===== config.mk =====
export PLATFORM = sky130hd
export DESIGN_NAME = seg_scan_mux_flat
export DESIGN_NICKNAME = d
export VERILOG_FILES = /design/src/rtl/seg_scan_mux_if.sv /design/src/rtl/seg_scan_mux.sv /design/src/flat_wrapper.sv
export SDC_FILE = /design/constraint.sdc
export NUM_CORES = 1
export LEC_CHECK = 0
export CORE_MARGIN = 4
export CORE_UTILIZATION = 38
export CTS_CLUSTER_DIAMETER = 40
export CTS_CLUSTER_SIZE = 12
export DETAILED_ROUTE_END_ITERATION = 7
export GPL_ROUTABILITY_DRIVEN = 0
export PLACE_DENSITY = 0.81
export REMOVE_ABC_BUFFERS = 1
export SYNTH_ARGS = -nofsm -noshare
export SYNTH_HDL_FRONTEND = slang
export SYNTH_SLANG_ARGS = --single-unit

===== constraint.sdc =====
create_clock -name clock -period 1.8 [get_ports clock]
set_input_delay 0.27 -clock clock [delete_from_list [all_inputs] [get_ports clock]]
set_output_delay 0.27 -clock clock [all_outputs]
set_load 0.005 [all_outputs]

===== src/rtl/seg_scan_mux_if.sv =====
// Bundle of pattern inputs and display outputs for seg_scan_mux.
// master drives the patterns and control; slave is the scan driver.
interface seg_scan_mux_if #(
    parameter int NUM_DIGITS = 4
);
    logic [7*NUM_DIGITS-1:0] digit_segs;
    logic [7*NUM_DIGITS-1:0] msg_segs;
    logic                    msg_sel;
    logic [NUM_DIGITS-1:0]   blank_mask;
    logic [6:0]              seg;
    logic [NUM_DIGITS-1:0]   an;
    logic                    frame_tick;

    modport master (
        output digit_segs, msg_segs, msg_sel, blank_mask,
        input  seg, an, frame_tick
    );

    modport slave (
        input  digit_segs, msg_segs, msg_sel, blank_mask,
        output seg, an, frame_tick
    );
endinterface


===== src/rtl/seg_scan_mux.sv =====
// Time-multiplexed common-anode 7-segment scan driver with live/message source selection.
// Optional message blinking is compiled in when SEG_BLINK_EN is defined.
module seg_scan_mux #(
    parameter int NUM_DIGITS   = 4,
    parameter int SCAN_DIV     = 100000,
    parameter int GUARD        = 2,
    parameter int BLINK_FRAMES = 64
) (
    input  logic          clock,
    input  logic          reset_n,
    seg_scan_mux_if.slave bus
);
    localparam int PW = (SCAN_DIV > 1) ? $clog2(SCAN_DIV) : 1;
    localparam int IW = $clog2(NUM_DIGITS);
    localparam logic [PW-1:0]         PRE_LAST = PW'(SCAN_DIV - 1);
    localparam logic [IW-1:0]         IDX_LAST = IW'(NUM_DIGITS - 1);
    localparam logic [NUM_DIGITS-1:0] AN_OFF   = {NUM_DIGITS{1'b1}};
    localparam logic [NUM_DIGITS-1:0] AN_ONE   = NUM_DIGITS'(1);

    // Reject parameter sets that would break the guard-band timing.
    if (NUM_DIGITS < 2 || GUARD < 0 || SCAN_DIV < GUARD + 2 || BLINK_FRAMES < 1) begin : g_bad_params
        $error("seg_scan_mux: illegal parameter combination");
    end

    // Select the 7-bit pattern of digit k from a packed bus.
    function automatic logic [6:0] pick_digit(input logic [7*NUM_DIGITS-1:0] pats,
                                              input logic [IW-1:0]           k);
        logic [6:0] r;
        r = 7'h7F;
        for (int i = 0; i < NUM_DIGITS; i++) begin
            r = (k == IW'(i)) ? pats[7*i +: 7] : r;
        end
        return r;
    endfunction

    logic [PW-1:0]         pre_r;
    logic [IW-1:0]         idx_r;
    logic                  msg_lat_r;
    logic [6:0]            seg_r;
    logic [NUM_DIGITS-1:0] an_r;
    logic                  frame_tick_r;

    logic                  slot_end_s;
    logic                  wrap_s;
    logic                  guard_s;
    logic                  dark_s;
    logic                  blank_s;
    logic [6:0]            src_s;
    logic [6:0]            seg_nxt_s;
    logic [NUM_DIGITS-1:0] an_nxt_s;

`ifdef SEG_BLINK_EN
    localparam int FW = (BLINK_FRAMES > 1) ? $clog2(BLINK_FRAMES) : 1;
    localparam logic [FW-1:0] FCNT_LAST = FW'(BLINK_FRAMES - 1);

    logic [FW-1:0] fcnt_r;
    logic          phase_r;

    // Blink frame counter; a fresh message always starts in the visible phase.
    always_ff @(posedge clock or negedge reset_n) begin
        if (!reset_n) begin
            fcnt_r  <= {FW{1'b0}};
            phase_r <= 1'b0;
        end else if (wrap_s) begin
            if (bus.msg_sel && !msg_lat_r) begin
                fcnt_r  <= {FW{1'b0}};
                phase_r <= 1'b0;
            end else if (fcnt_r == FCNT_LAST) begin
                fcnt_r  <= {FW{1'b0}};
                phase_r <= ~phase_r;
            end else begin
                fcnt_r  <= fcnt_r + FW'(1);
                phase_r <= phase_r;
            end
        end else begin
            fcnt_r  <= fcnt_r;
            phase_r <= phase_r;
        end
    end

    assign dark_s = msg_lat_r & phase_r;
`else
    assign dark_s = 1'b0;
`endif

    // Slot/frame boundaries, guard band and next output values.
    always_comb begin
        slot_end_s = (pre_r == PRE_LAST);
        wrap_s     = slot_end_s && (idx_r == IDX_LAST);
        guard_s    = (32'(pre_r) < 32'(GUARD));
        blank_s    = guard_s | bus.blank_mask[idx_r] | dark_s;
        src_s      = msg_lat_r ? pick_digit(bus.msg_segs, idx_r)
                               : pick_digit(bus.digit_segs, idx_r);
        if (blank_s) begin
            an_nxt_s  = AN_OFF;
            seg_nxt_s = 7'h7F;
        end else begin
            an_nxt_s  = ~(AN_ONE << idx_r);
            seg_nxt_s = src_s;
        end
    end

    // Prescaler, digit index and frame-boundary message latch.
    always_ff @(posedge clock or negedge reset_n) begin
        if (!reset_n) begin
            pre_r     <= {PW{1'b0}};
            idx_r     <= {IW{1'b0}};
            msg_lat_r <= 1'b0;
        end else if (slot_end_s) begin
            pre_r     <= {PW{1'b0}};
            idx_r     <= (idx_r == IDX_LAST) ? {IW{1'b0}} : idx_r + IW'(1);
            msg_lat_r <= wrap_s ? bus.msg_sel : msg_lat_r;
        end else begin
            pre_r     <= pre_r + PW'(1);
            idx_r     <= idx_r;
            msg_lat_r <= msg_lat_r;
        end
    end

    // Registered pin drivers; reset forces the display dark immediately.
    always_ff @(posedge clock or negedge reset_n) begin
        if (!reset_n) begin
            seg_r        <= 7'h7F;
            an_r         <= AN_OFF;
            frame_tick_r <= 1'b0;
        end else begin
            seg_r        <= seg_nxt_s;
            an_r         <= an_nxt_s;
            frame_tick_r <= wrap_s;
        end
    end

    assign bus.seg        = seg_r;
    assign bus.an         = an_r;
    assign bus.frame_tick = frame_tick_r;
endmodule


===== src/flat_wrapper.sv =====
// flat-port wrapper written by rule: the top's interface ports become plain ports
module seg_scan_mux_flat 
#(
    parameter int NUM_DIGITS   = 4,
    parameter int SCAN_DIV     = 100000,
    parameter int GUARD        = 2,
    parameter int BLINK_FRAMES = 64
)
  (clock, reset_n, bus_digit_segs, bus_msg_segs, bus_msg_sel, bus_blank_mask, bus_seg, bus_an, bus_frame_tick);
  seg_scan_mux_if #(.NUM_DIGITS(NUM_DIGITS)) bus_i ();
  input  logic clock;
  input  logic reset_n;
  input wire logic [$bits(bus_i.digit_segs)-1:0] bus_digit_segs;
  input wire logic [$bits(bus_i.msg_segs)-1:0] bus_msg_segs;
  input wire logic [$bits(bus_i.msg_sel)-1:0] bus_msg_sel;
  input wire logic [$bits(bus_i.blank_mask)-1:0] bus_blank_mask;
  output wire logic [$bits(bus_i.seg)-1:0] bus_seg;
  output wire logic [$bits(bus_i.an)-1:0] bus_an;
  output wire logic [$bits(bus_i.frame_tick)-1:0] bus_frame_tick;
  assign bus_i.digit_segs = bus_digit_segs;
  assign bus_i.msg_segs = bus_msg_segs;
  assign bus_i.msg_sel = bus_msg_sel;
  assign bus_i.blank_mask = bus_blank_mask;
  assign bus_seg = bus_i.seg;
  assign bus_an = bus_i.an;
  assign bus_frame_tick = bus_i.frame_tick;
  seg_scan_mux #(.NUM_DIGITS(NUM_DIGITS), .SCAN_DIV(SCAN_DIV), .GUARD(GUARD), .BLINK_FRAMES(BLINK_FRAMES)) u_core (.clock(clock), .reset_n(reset_n), .bus(bus_i));
endmodule

==> summary.md <==
| Metric | Value |
|---|---|
| Status | `complete, but fails checks` |
| Failing checks | `negative setup slack` |
| Prevailing post-synth register cell | `dfrtp_1` |
| Asr flop ratio synth | `100%` |
| Clock buffer count from CTS | `5` |
| Hold Slack | `385 ps` |
| EDFF count, synth | `0` |
| Fmax | `499 MHz` |
| Nets | `378` |
| Vias per cell | `5.20` |
| Pleak | `1.36 nW` |
| Syn Inst Count | `212` |
| Worst setup EP type | `flop` |
| Clk_skew | `7.66 ps` |
| Hold Crit Class | `in2async` |
| Worst-skew pair later-pin latency | `290 ps` |
| Final wirelength | `5.90 mm` |
| Syn Area/Cell | `9.35 µm²` |
| Yosys reg bits | `32` |
| Power per cell area | `522 nW/µm²` |
| Core area | `5070 µm²` |
| Clock sink count | `32` |
| Worst IR Drop VDD | `0.000304 V` |
| Initial antenna violation count | `0` |
| PnR worst setup slack | `-205 ps` |
| HPWL after DPL | `4.33 mm` |
| Max-Cap Viols | `0` |
| Final non-filler cell total | `381` |
| Fin crit period | `2000 ps` |
| Fillers | `438` |
| Seq/Total Area, Yosys | `41.1%` |
| Antenna viol nets, final | `0` |
| Crit share post-route | `111%` |
| Starting density of the core | `39.1%` |
| WL/cell | `15.5 µm` |
| IO buf count | `74` |
| Die area | `6440 µm²` |
| CTS Buffer Depth | `2` |
| Pre-antenna DRT Iters | `4` |
| Die width | `80.2 µm` |
| Total vias in the final route | `1983` |
| Setup_tns | `-2810 ps` |
| GRT Total Usage | `18.6%` |
| Final Hold Fails | `0` |
| Die Ht | `80.2 µm` |
| Crit path max fanout | `7` |
| RSZ-0062 raised after global routing | `true` |
| Vias in the first global route | `2008` |
| Post-Place Cells | `369` |
| Ant diodes | `0` |
| 1st-iter DRT viols | `144` |
| Commonest non-fill, non-tap cells in the layout | `clkdlybuf4s50_1 (74), buf_4 (31), nor2_1 (28)` |
| Row Count | `26` |
| Startpoint types | `flop` |
| Final setup viols | `19` |
| Yosys warns | `0` |
| Ports | `75` |
| Worst Setup Path Type | `reg2reg` |
| Cell Area, Synth | `1980 µm²` |
| Detailed-route DRC error count | `0` |
| Largest net degree at the start of global routing | `33` |
| Number of distinct library cells after synthesis | `39` |
| Layout cells sized above 1 | `23.2%` |
| Root Buffer | `clkbuf_8` |
| Crit path DAT | `2160 ps` |
| Area Growth Syn to Fin | `58.7%` |
| GRT overflow | `0` |
| CTS tree | `built` |
| Hold Buf Count CTS | `0` |
| Fin. max-slew vios | `0` |
| First-pass GRT wire length | `9.25 mm` |
| Worst Tran Pin Value | `397 ps` |
| Worst slew margin | `73.6%` |
| Max H-tree Level | `2` |
| Most common cell after layout, fill and taps aside | `clkdlybuf4s50_1` |
| Critical path required time | `1960 ps` |
| Worst-path clk slew | `70 ps` |
==> cells by family (layout without fill, tap and decap cells) <==
| logic type | Yosys count | after routing | synth area share [%] |
|---|---|---|---|
| AO/OA/AOI/OAI | 42 | 43 | 18.9 |
| XOR/XNOR | 13 | 13 | 5.74 |
| adder cells (fa/ha/maj) | 5 | 5 | 3.16 |
| buffers and inverters | 32 | 130 | 6.44 |
| flip-flops | 32 | 32 | 41.1 |
| multiplexers | 4 | 4 | 2.78 |
| AND/OR/NAND/NOR | 84 | 84 | 21.8 |
==> where the power goes <==
part	internal, W	switching, W
Combinational	0.000165	0.0000656
Sequential	0.000736	0.00000300
Clock	0.000410	0.000262
Total	0.00131	0.000331
==> final cells by class <==
| type | count | area, µm² | area share, % |
|---|---|---|---|
| Clock inverter | 2 | 35.0 | 1.11 |
| Multi-Input combinational cell | 149 | 1100 | 34.9 |
| Sequential cell | 32 | 816 | 25.9 |
| Clock buffer | 6 | 72.6 | 2.31 |
| Timing Repair Buffer | 105 | 973 | 30.9 |
| Tap cell | 70 | 87.6 | 2.78 |
| Inverter | 17 | 63.8 | 2.03 |
==> flip-flops by register name (all words and copies together) (netlist names) <==
register	flops
u_core.bus.an	4
u_core.bus.seg	7
u_core.msg_lat_r	1
u_core.bus.frame_tick	1
u_core.pre_r	17
u_core.idx_r	2
==> synth_stat cells, types with 3 or more instances <==
master    count  share of area (%)
a211oi_1      6                2.3
a21oi_1       4                1.0
a221oi_1     12                5.3
clkbuf_1     14                2.7
dfrtp_1      21                 27
dfstp_2      11                 15
ha_1          5                3.2
inv_1        16                3.0
nand2_1      21                4.0
nand3_1       8                2.0
nand4_1       5                1.6
nor2_1       28                5.3
nor2b_1       3               0.95
nor3_1        4                1.0
nor4_1        4                1.3
o21ai_0       4                1.0
o221ai_1      6                2.7
o311ai_2      5                4.1
xnor2_1       7                3.1
xor2_1        6                2.7
==> through the flow <==
stage / power (W) / util (%) / worst slack, ps / instance area [µm²]
after global routing: 0.00171 / 62.0 / -259 / 3150
after floorplan: 0.000796 / - / -187 / 1920
after global placement: 0.000975 / 58.3 / -173 / 2960
after detailed placement: 0.000977 / 58.3 / -187 / 2960
final: 0.00164 / 62.0 / -205 / 3150
after CTS: 0.00165 / 60.7 / -190 / 3080
==> metal layers <==
| metal | vias up | wire, µm | track usage, % |
|---|---|---|---|
| li1 | 965 | - | - |
| met1 | 912 | 2230 | 20.4 |
| met2 | 87 | 2960 | 32.5 |
| met3 | 19 | 551 | 6.28 |
| met4 | 0 | 159 | 8.11 |
| met5 | - | 0 | 0 |
==> final timing paths <==
path	start	to	slack [ps]	depth (start not counted)
min in group clock	u_core.pre_r[0]	u_core.pre_r[0]	490	1
min reg2reg	u_core.pre_r[0]	u_core.pre_r[0]	490	1
min	reset_n	u_core.pre_r[0]	390	2
max reg2reg	u_core.pre_r[13]	u_core.pre_r[10]	-200	4
max in group asynchronous	reset_n	u_core.bus.an[1]	1090	2
max	u_core.pre_r[13]	u_core.pre_r[10]	-200	4
==> worst max-delay path, stage by stage, from the launching register on <==
cell      delay (ps)
dfrtp_1          390
or4_4            550
or4_4            460
nor3_4           360
o221ai_2         130
==> repair_timing <==
action,4_1_cts,5_1_grt
endpoints found under the setup margin,19,19
cloned,0,1
gates resized for setup,4,11
pin swaps,5,5
setup buffers,1,2
endpoints found under the hold margin,0,0
Power figures use the tool's default switching activity.
